`config.mk`:
```
export PLATFORM = sky130hd
export DESIGN_NAME = pipe_stage_skid
export DESIGN_NICKNAME = d
export VERILOG_FILES = /design/src/rtl/pipe_stage_skid.sv
export SDC_FILE = /design/constraint.sdc
export NUM_CORES = 1
export LEC_CHECK = 0
export BUFFER_PORTS_ARGS = -buffer_cell sky130_fd_sc_hd__buf_2
export CORE_ASPECT_RATIO = 1.4
export CORE_MARGIN = 2
export CORE_UTILIZATION = 40
export DETAILED_ROUTE_END_ITERATION = 16
export PLACE_DENSITY = 0.67
export SETUP_SLACK_MARGIN = 0.15
export SLEW_MARGIN = 10
export SYNTH_ARGS = -nofsm -noshare
export SYNTH_HDL_FRONTEND = slang
export SYNTH_SLANG_ARGS = --single-unit
export TNS_END_PERCENT = 20
```
`constraint.sdc`:
```
create_clock -name clk -period 4.7 [get_ports clk]
set_input_delay 0.94 -clock clk [delete_from_list [all_inputs] [get_ports clk]]
set_output_delay 0.94 -clock clk [all_outputs]
set_load 0.02 [all_outputs]
```
`src/rtl/pipe_stage_skid.sv`:
```
// pipe_stage_skid: valid/ready pipeline register with a two-entry skid buffer.
// The main register drives the outputs and the skid register catches the one
// payload that can arrive while in_ready is registered low. Any slot that does
// not hold a valid payload holds BUBBLE_VAL. A synchronous flush returns the
// stage to EMPTY.
// Optional feature macro: PIPE_STAGE_SKID_PERF_EN. When it is defined,
// stall_cnt and flush_cnt are saturating counters. When it is undefined, both
// ports are tied to zero and no counter flops exist.
module pipe_stage_skid #(
  parameter int unsigned          DATA_W     = 32,
  parameter logic [DATA_W-1:0]    BUBBLE_VAL = {DATA_W{1'b0}},
  parameter int unsigned          CNT_W      = 16
) (
  input  logic              clk,
  input  logic              rst,
  input  logic              flush,
  input  logic              in_valid,
  output logic              in_ready,
  input  logic [DATA_W-1:0] in_data,
  output logic              out_valid,
  input  logic              out_ready,
  output logic [DATA_W-1:0] out_data,
  output logic [1:0]        occupancy,
  output logic [CNT_W-1:0]  stall_cnt,
  output logic [CNT_W-1:0]  flush_cnt
);

  // The state encoding is {skid_v, main_v}. Encoding 2'b10 is unreachable.
  typedef enum logic [1:0] {
    EMPTY = 2'b00,
    BUSY  = 2'b01,
    FULL  = 2'b11
  } state_t;

  state_t             state_q, state_d;
  logic [DATA_W-1:0]  main_data_q, main_data_d;
  logic [DATA_W-1:0]  skid_data_q, skid_data_d;

  logic               main_v;
  logic               skid_v;
  logic               accept;
  logic               pop;

  assign main_v    = state_q[0];
  assign skid_v    = state_q[1];

  assign in_ready  = ~skid_v;
  assign out_valid = main_v;
  assign out_data  = main_data_q;
  assign occupancy = {1'b0, main_v} + {1'b0, skid_v};

  assign accept    = in_valid & in_ready;
  assign pop       = main_v & out_ready;

  // Next-state and datapath selection; flush overrides every handshake.
  always_comb begin
    state_d     = state_q;
    main_data_d = main_data_q;
    skid_data_d = skid_data_q;

    case (state_q)
      EMPTY: begin
        if (accept) begin
          main_data_d = in_data;
          state_d     = BUSY;
        end
      end
      BUSY: begin
        if (pop && accept) begin
          main_data_d = in_data;
        end else if (pop) begin
          main_data_d = BUBBLE_VAL;
          state_d     = EMPTY;
        end else if (accept) begin
          skid_data_d = in_data;
          state_d     = FULL;
        end
      end
      FULL: begin
        // in_ready is low here, so only a pop can move the state.
        if (pop) begin
          main_data_d = skid_data_q;
          skid_data_d = BUBBLE_VAL;
          state_d     = BUSY;
        end
      end
      default: begin
        // Recover from the unreachable encoding by emptying both slots.
        main_data_d = BUBBLE_VAL;
        skid_data_d = BUBBLE_VAL;
        state_d     = EMPTY;
      end
    endcase

    if (flush) begin
      main_data_d = BUBBLE_VAL;
      skid_data_d = BUBBLE_VAL;
      state_d     = EMPTY;
    end
  end

  // State and payload registers. The data registers also reset so that
  // out_data shows the bubble value immediately when rst is asserted.
  always_ff @(posedge clk or posedge rst) begin
    if (rst) begin
      state_q     <= EMPTY;
      main_data_q <= BUBBLE_VAL;
      skid_data_q <= BUBBLE_VAL;
    end else begin
      state_q     <= state_d;
      main_data_q <= main_data_d;
      skid_data_q <= skid_data_d;
    end
  end

`ifdef PIPE_STAGE_SKID_PERF_EN
  logic [CNT_W-1:0] stall_cnt_q, stall_cnt_d;
  logic [CNT_W-1:0] flush_cnt_q, flush_cnt_d;

  // Increment that holds at all-ones instead of wrapping.
  function automatic logic [CNT_W-1:0] sat_inc(input logic [CNT_W-1:0] v);
    return (&v) ? v : v + CNT_W'(1);
  endfunction

  // Count stalled cycles, and count flushes that discarded at least one entry.
  always_comb begin
    stall_cnt_d = stall_cnt_q;
    flush_cnt_d = flush_cnt_q;
    if (main_v && !out_ready) begin
      stall_cnt_d = sat_inc(stall_cnt_q);
    end
    if (flush && (state_q != EMPTY)) begin
      flush_cnt_d = sat_inc(flush_cnt_q);
    end
  end

  // Counter registers.
  always_ff @(posedge clk or posedge rst) begin
    if (rst) begin
      stall_cnt_q <= '0;
      flush_cnt_q <= '0;
    end else begin
      stall_cnt_q <= stall_cnt_d;
      flush_cnt_q <= flush_cnt_d;
    end
  end

  assign stall_cnt = stall_cnt_q;
  assign flush_cnt = flush_cnt_q;
`else
  assign stall_cnt = '0;
  assign flush_cnt = '0;
`endif

  // An empty main slot must always present the bubble value.
  a_bubble_when_idle : assert property (
    @(posedge clk) disable iff (rst) !main_v |-> (main_data_q == BUBBLE_VAL)
  );

  // The {skid_v, main_v} = 2'b10 encoding is never reached.
  a_no_illegal_state : assert property (
    @(posedge clk) disable iff (rst) state_q != 2'b10
  );

endmodule

```
* Yosys cells after proc, flatten, opt, wreduce, memory -nomap -nowiden
Cells that the tools add are included.
** Storage, ports and cells
- Flip-flop bits (word level) :: 66
- Bits of input ports :: 37
** Cells by class
- Add/sub/neg operators :: 1
- Muxes and demuxes :: 17
- Bitwise operators :: 3
- Reductions and logical operators :: 5
- Eq/ne operators :: 10
** Operator list (count)
- $mux W32 :: 8
- $pmux W32 S3 :: 2
- $ne A3 B3 Y1 const B :: 5
- $mux W2 :: 6
- $ne A4 B4 Y1 const B :: 2
- $pmux W2 S3 :: 1
- $reduce_and A5 Y1 :: 1
- $reduce_and A4 Y1 :: 1
- $reduce_and A3 Y1 :: 1
- $add A1 B1 Y2 :: 1
- $and A1 B1 Y1 :: 2
- $eq A2 B1 Y1 const B :: 1
- $eq A2 B2 Y1 const B :: 1
- $logic_not A2 Y1 :: 1
- $ne A2 B2 Y1 const B :: 1
- $logic_and A1 B1 Y1 :: 1
- $not A1 Y1 :: 1

* Depth between registers and ports, before layout
Gate-level depths: netlist (run 1).
- Depth in word-level cells :: 7
- Depth in mapped cells :: 7
- Depth with buffers taken out :: 6

* Worst setup path before layout (run 1)
No wires, ideal clock.
- Kind :: in2reg
- Start point :: input port out_ready
- End point :: register state_q[1]
- Arrival time :: 1.867 ns
- Buffers on the path :: 1
- Cell stages on the path :: 5
- Path slack :: 2.708 ns
- Setup time :: 0.125 ns
- Path through :: and2_1 > buf_6 > xnor2_1 > o22ai_1 > mux2_2
** Between the ends
- Word-level cells in the longest chain between the ends :: 5
** Ends and longest elaborated chain
- start, declared :: RTL line 21 : input logic out_ready,
- $and A1 B1 Y1 * :: RTL line 53 : assign pop = main_v & out_ready;
- $mux W2 :: RTL line 71 : end else if (pop) begin
- $mux W2 :: RTL line 69 : if (pop && accept) begin
- $pmux W2 S3 :: RTL line 61 : case (state_q)
- $mux W2 :: RTL line 95 : if (flush) begin
- end signal, assigned :: RTL line 110 : state_q <= state_d;
- end, declared :: RTL line 35 : state_t state_q, state_d;
Mark *: on every way between the ends. The rest lies on a longest branch, timed or not. The select of a mux whose other input is x is not followed.
A chain may end at the register's enable or synchronous reset.

* Worst setup path in the final report (run 1)
- Start point :: register state_q[0]
- End point :: output port occupancy[1]
** Between the ends
- Word-level cells in the longest chain between the ends :: 1
** Ends and longest elaborated chain
- $add A1 B1 Y2 :: RTL line 50 : assign occupancy = {1'b0, main_v} + {1'b0, skid_v};
- end, declared :: RTL line 23 : output logic [1:0] occupancy,
No other way between the ends.

==> out/summary.txt, run 1 <==
CLOCK TREE
---------------------------------------------------------------------------------
Clock insertion delay at the later pin of the skew report                 0.33 ns
Root Buffer Master                                                   sky130_fd_sc_hd__clkbuf_16
Setup repair bufs after CTS                                                     0
Maximum clock insertion buffer count                                            2
TritonCTS buffer count                                                          9
TritonCTS clock tree                                                         done
Clock-pin transition on the worst setup and hold timing paths             0.05 ns
Count of instances resized after the clock tree is built                        0
Number of clock sinks seen by CTS                                              66
Count of hold buffers inserted by post-cts repair                               0
H-tree levels                                                                   3

CRITICAL PATH
---------------------------------------------------------------------------------
Crit start category                                                      register
Chain of cells forming the critical path                             ha_1 -> buf_2
Category of the worst setup path capture point                       primary output
Cells on worst reg2reg path                                                     6
Delay of the slowest cell on the worst path                               0.73 ns
Required @ worst endpoint                                                 3.76 ns
Worst EP arrival                                                          1.77 ns
Critical Path Fanout Max                                                       20
Start-to-end type of the worst setup path                            register to primary output
Slowest cell on crit path                                            sky130_fd_sc_hd__ha_1

LOGIC SYNTHESIS
---------------------------------------------------------------------------------
Top post-synthesis cells by area                                     sky130_fd_sc_hd__dfrtp_1 (49%), sky130_fd_sc_hd__mux2i_1 (9.8%), sky130_fd_sc_hd__o2bb2ai_1 (8.3%), sky130_fd_sc_hd__a22oi_1 (7.3%), sky130_fd_sc_hd__buf_4 (7.3%)
Yosys reg bits                                                                 66
Post-synth EDFFs                                                                0
Leading cell types by count after synthesis                          sky130_fd_sc_hd__dfrtp_1 (66), sky130_fd_sc_hd__inv_1 (35), sky130_fd_sc_hd__nand2_1 (35)
Average cell area after synthesis                                        10.9 um2
Share of async-settable or async-resettable flops after synthesis            100%
Distinct cells, synth                                                          28
Area of the mapped netlist                                            0.00338 mm2
Portion of synthesized cell area occupied by the leading cell type          48.9%
Number of warnings issued by yosys                                              0
Most frequently used cell type in the post-synthesis netlist         sky130_fd_sc_hd__dfrtp_1
Top FF cell, synth                                                   sky130_fd_sc_hd__dfrtp_1
Seq/Total Area, Yosys                                                       48.9%
Gate count after technology mapping                                           310
Post-synth top area cell                                             sky130_fd_sc_hd__dfrtp_1

LAYOUT
---------------------------------------------------------------------------------
Non-filler cells, final                                                       476
Area overhead of the layout relative to synthesis                           13.3%
Combined area of the multi-input logic cells                          0.00129 mm2
Register cell area after layout                                       0.00165 mm2
Ant diodes                                                                      0
Share of cells above drive strength 1                                       25.4%
Fillers                                                                       807
Final net count                                                               415

STA
---------------------------------------------------------------------------------
Hold WS                                                                  0.481 ns
Number of slew-limit violations in the final report                             0
Setup violators final                                                           0
Accumulated negative setup slack                                             0 ns
Slew @ Worst Pin                                                          1.15 ns
Fin crit share                                                              57.6%
Setup repair after global routing missed its margin                            no
Shortest clock period the worst path allows after layout                  2.71 ns
Worst Clk Skew                                                         0.00521 ns
Max Clk Rate                                                              369 MHz
Max-Slew Margin vs Limit                                                    22.9%
Worst Setup Slack, final                                                  1.99 ns
Final Hold Vio Count                                                            0

ROUTE
---------------------------------------------------------------------------------
Avg WL per Cell                                                           15.8 um
Number of remaining DRC errors                                                  0
TritonRoute pass-1 iters                                                        4
Antenna Violating Nets Remaining                                                0
Initial drt markers                                                           146
Vias                                                                        2,422
Via-to-Cell Ratio                                                            5.09
Wirelength, routed                                                        7520 um

GRT
---------------------------------------------------------------------------------
Gr ovfl total                                                                   0
All-Layer GR Usage                                                          17.6%
Number of antenna violations at the first check in global routing               0
Largest net degree at the start of global routing                              40
First-pass GRT wire length                                              12,300 um
Vias in the first global route                                              2,473

MIN PATH
---------------------------------------------------------------------------------
Worst hold path stage count                                                     1
Worst hold path class                                                register to register

DIE
---------------------------------------------------------------------------------
Horizontal die dimension                                                  81.7 um
Num ports                                                                     105
Initial cell density of the core                                            41.2%
Placeable Area                                                        0.00820 mm2
Overall die height                                                         113 um
Die area                                                              0.00920 mm2
FP Rows                                                                        39

PWR
---------------------------------------------------------------------------------
Total power after layout                                                0.00237 W
Peak supply drop                                                           322 uV
Leakage power of the design                                               1.99 nW
Power density cells                                                    618 mW/mm2

PLACE
---------------------------------------------------------------------------------
Count of buffers from port buffering                                           72
Sum of net half-perimeters after detailed placement                       5020 um
Setup WS pre-CTS                                                          2.00 ns
RePlAce Congestion                                                          0.725
Placed insts                                                                  465

STATUS
---------------------------------------------------------------------------------
Run status                                                              completed

RUN
---------------------------------------------------------------------------------
Number of max-cap violations                                                    0

==> cell usage in the layout, fill, tap and decap left out <==
master / instances
sky130_fd_sc_hd__ha_1: 4
sky130_fd_sc_hd__buf_4: 4
sky130_fd_sc_hd__o22ai_1: 1
sky130_fd_sc_hd__nor2_2: 1
sky130_fd_sc_hd__a41o_2: 1
sky130_fd_sc_hd__inv_2: 1
sky130_fd_sc_hd__mux2i_1: 33
sky130_fd_sc_hd__o2bb2ai_1: 32
sky130_fd_sc_hd__clkinv_2: 2
sky130_fd_sc_hd__dfrtp_1: 66
sky130_fd_sc_hd__a211o_1: 1
sky130_fd_sc_hd__mux2_2: 1
sky130_fd_sc_hd__nor2b_2: 1
sky130_fd_sc_hd__nor3_1: 1
sky130_fd_sc_hd__nor2_1: 2
sky130_fd_sc_hd__nand2b_1: 2
sky130_fd_sc_hd__and2_1: 1
sky130_fd_sc_hd__conb_1: 32
sky130_fd_sc_hd__a21oi_1: 1
sky130_fd_sc_hd__a2bb2oi_2: 1
sky130_fd_sc_hd__inv_1: 34
sky130_fd_sc_hd__clkbuf_16: 9
sky130_fd_sc_hd__a21o_2: 1
sky130_fd_sc_hd__nand2_1: 35
sky130_fd_sc_hd__xnor2_1: 1
sky130_fd_sc_hd__buf_2: 72
sky130_fd_sc_hd__o21ai_2: 1
sky130_fd_sc_hd__a22oi_1: 33
==> worst max-delay path: cells and delay by family (launching register included) <==
kind / cells / cell delay, ns
adder cells (fa/ha/maj): 1 / 0.73
flip-flops: 1 / 0.41
buffers and inverters: 1 / 0.30
==> flip-flops by register name, indices dropped and copies added (netlist names) <==
register	flops
state_q	2
out_data	32
skid_data_q	32
==> logic make-up (layout without fill, tap and decap cells) <==
logic type / after synthesis / after routing / share of synthesized area (%)
compound gates: 72 / 72 / 17.5
xor+xnor: 1 / 1 / 0.259
fa+ha+maj: 4 / 4 / 1.48
buf+inv: 89 / 122 / 16.5
flops: 66 / 66 / 48.9
mux: 34 / 34 / 10.1
other cells: 1 / 32 / 0.111
simple gates: 43 / 43 / 5.19
==> final timing paths <==
kind | slack [ns] | start | end
max | 1.99 | state_q[0] | occupancy[1]
min | 0.48 | out_data[11] | out_data[11]
max in group asynchronous | 3.02 | rst | skid_data_q[8]
min in group asynchronous | 0.78 | rst | out_data[3]
min reg2reg | 0.48 | out_data[11] | out_data[11]
max reg2reg | 2.10 | state_q[0] | out_data[17]
==> metrics by stage <==
step	area [um2]	utilization (%)
after floorplan	3490	-
after global routing	3830	46.7
after global placement	3590	43.8
final	3830	46.7
after CTS	3830	46.7
after detailed placement	3590	43.8
==> per-layer routing <==
layer,wire [um],vias to the layer above,track usage [%]
li1,-,1126,-
met4,140,0,7.33
met1,3170,1202,22.4
met3,365,10,4.39
met5,0,-,0
met2,3850,84,28.5
==> cell type report <==
| cell class | instances | share of cell area (%) |
|---|---|---|
| Clock buffer | 9 | 5.89 |
| Inverter | 35 | 3.43 |
| Tap cell | 102 | 3.34 |
| Timing Repair Buffer | 76 | 10.2 |
| Multi-Input combinational cell | 186 | 33.7 |
| Clock inverter | 2 | 0.262 |
| Sequential cell | 66 | 43.2 |
==> power by group <==
part           total (W)  internal (W)  switching (W)
combinational   0.000971      0.000333       0.000638
sequential      0.000839      0.000736       0.000103
clock           0.000556      0.000339       0.000217
Power figures use the tool's default switching activity.
==> run 2, diff against run 1 <==
Settings changed: PLACE_DENSITY 0.67 to 0.69.
Clock period 4.7 ns to 2.4 ns, I/O delays scaled along.
==> out/summary.txt, run 2 (synthesis results as in run 1) <==
CLOCK TREE
---------------------------------------------------------------------------------
Clock insertion delay at the later pin of the skew report                 0.33 ns
Count of hold buffers inserted by post-cts repair                               0
Count of instances resized after the clock tree is built                        0
Clock-pin transition on the worst setup and hold timing paths             0.05 ns
TritonCTS buffer count                                                          9
Setup repair bufs after CTS                                                     0
TritonCTS clock tree                                                         done
Maximum clock insertion buffer count                                            2
H-tree levels                                                                   3
Number of clock sinks seen by CTS                                              66
Root Buffer Master                                                   sky130_fd_sc_hd__clkbuf_16

ROUTE
---------------------------------------------------------------------------------
Vias                                                                        2,427
Avg WL per Cell                                                           15.3 um
Uppermost metal layer occupied by signal nets                                met4
Number of remaining DRC errors                                                  0
Wirelength, routed                                                        7430 um
Total met3 wirelength after detailed routing                               388 um
Initial drt markers                                                           211
Post-route met1 wirelength                                                3080 um
Antenna Violating Nets Remaining                                                0
Via-to-Cell Ratio                                                            4.99
Met2 routed WL                                                            3800 um
TritonRoute pass-1 iters                                                        4

PWR
---------------------------------------------------------------------------------
Peak supply drop                                                           502 uV
Leakage power of the design                                               2.06 nW
Power density cells                                                   1260 mW/mm2

STA
---------------------------------------------------------------------------------
Setup violators final                                                           0
Max Clk Rate                                                              500 MHz
Number of slew-limit violations in the final report                             0
Setup repair after global routing missed its margin                            no
Accumulated negative setup slack                                             0 ns
Slew @ Worst Pin                                                         0.653 ns
Fin crit share                                                              83.3%
Max-Slew Margin vs Limit                                                    56.5%
Final Hold Vio Count                                                            0
Shortest clock period the worst path allows after layout                  2.00 ns
Worst Clk Skew                                                         0.00466 ns

CRITICAL PATH
---------------------------------------------------------------------------------
Category of the worst setup path capture point                           register
Worst path top cell family by delay                                  compound AO/OA/AOI/OAI gates
End of the worst register-to-register path                           out_data[28]
Source of the worst register-to-register timing path                   state_q[1]
Chain of cells forming the critical path                             inv_1 -> ha_1 -> a41o_2 -> a22oi_1 -> o2bb2ai_1
Cells on worst reg2reg path                                                     5
Setup slack of the worst register-to-register path                        0.40 ns
Worst EP arrival                                                          2.23 ns
Delay of the slowest cell on the worst path                               0.67 ns
Slowest cell on crit path                                            sky130_fd_sc_hd__a41o_2
Start-to-end type of the worst setup path                            register to register
Required @ worst endpoint                                                 2.63 ns
Crit start category                                                      register
Critical Path Fanout Max                                                       32
Number of buffer and inverter instances along the worst setup path              1

LAYOUT
---------------------------------------------------------------------------------
Non-filler cells, final                                                       486
Area overhead of the layout relative to synthesis                           17.9%
Fillers                                                                       777
Final net count                                                               421
Most used cells in the layout excluding fill and tap cells           sky130_fd_sc_hd__buf_2 (72), sky130_fd_sc_hd__dfrtp_1 (66), sky130_fd_sc_hd__nand2_1 (35), sky130_fd_sc_hd__inv_1 (34)
Ant diodes                                                                      0
Most common library cell in the layout ignoring fill and taps        sky130_fd_sc_hd__buf_2
Share of cells above drive strength 1                                       26.8%

GRT
---------------------------------------------------------------------------------
Largest net degree at the start of global routing                              33
Number of antenna violations at the first check in global routing               0
Vias in the first global route                                              2,520
First-pass GRT wire length                                              12,400 um
All-Layer GR Usage                                                          17.9%
Gr ovfl total                                                                   0

PLACE
---------------------------------------------------------------------------------
Sum of net half-perimeters after detailed placement                       5060 um
Placed insts                                                                  471
Count of buffers from port buffering                                           72
RePlAce Congestion                                                          0.783

STATUS
---------------------------------------------------------------------------------
Run status                                                              completed

RUN
---------------------------------------------------------------------------------
Number of max-cap violations                                                    0

DIE
---------------------------------------------------------------------------------
FP Rows                                                                        39
Die area                                                              0.00920 mm2
Num ports                                                                     105
Placeable Area                                                        0.00820 mm2
Initial cell density of the core                                            41.2%
Overall die height                                                         113 um
Horizontal die dimension                                                  81.7 um

MIN PATH
---------------------------------------------------------------------------------
Worst hold path class                                                input port to async pin

[run 2: how the worst max path moves through the flow]
stage,endpoint,start,slack [ns],cells past startpoint
after CTS,occupancy[1],state_q[0],0.43,3
after global routing,out_data[4],state_q[1],0.32,5
after floorplan,out_data[0],rst,0.27,1
after global placement,out_data[24],out_ready,0.46,5
final,out_data[28],state_q[1],0.40,5
after detailed placement,out_data[28],out_ready,0.41,5
[run 2: report_power, final]
part           total, W  switching [W]  internal [W]
combinational   0.00196        0.00126      0.000697
sequential      0.00163       0.000194       0.00144
clock           0.00140       0.000444      0.000960
[run 2: final cells by class]
type	instances	area (um2)	share of cell area, %
sequential	66	1650	41.5
multi-input combinational	186	1290	32.4
timing repair buffer	82	460	11.6
clock buffer	13	260	6.54
inverter	35	131	3.30
tap	102	128	3.21
clock inverter	2	60.1	1.51
[run 2: worst register-to-register path, cell delays in order, from the launching register on]
cell and delay, ns:
sky130_fd_sc_hd__dfrtp_1 0.41, sky130_fd_sc_hd__inv_1 0.13, sky130_fd_sc_hd__ha_1 0.28, sky130_fd_sc_hd__a41o_2 0.67, sky130_fd_sc_hd__a22oi_1 0.19, sky130_fd_sc_hd__o2bb2ai_1 0.24
[run 2: metal layers]
layer | up-vias | GRT usage (%)
li1 | 1145 | -
met1 | 1184 | 22.5
met2 | 88 | 29.2
met3 | 10 | 3.51
met4 | 0 | 8.89
met5 | - | 0
[run 2: stage by stage]
| stage | hold WS [ns] | setup slack (ns) | cell area, um2 | power, W | utilization [%] |
|---|---|---|---|---|---|
| floorplan | 0.494 | 0.265 | 3490 | 0.00322 | - |
| global placement | 0.469 | 0.457 | 3660 | 0.00359 | 44.7 |
| detailed placement | 0.472 | 0.413 | 3660 | 0.00363 | 44.7 |
| CTS | 0.215 | 0.426 | 3980 | 0.00505 | 48.6 |
| global route | 0.255 | 0.324 | 3980 | 0.00532 | 48.6 |
| finish | 0.206 | 0.400 | 3980 | 0.00500 | 48.6 |
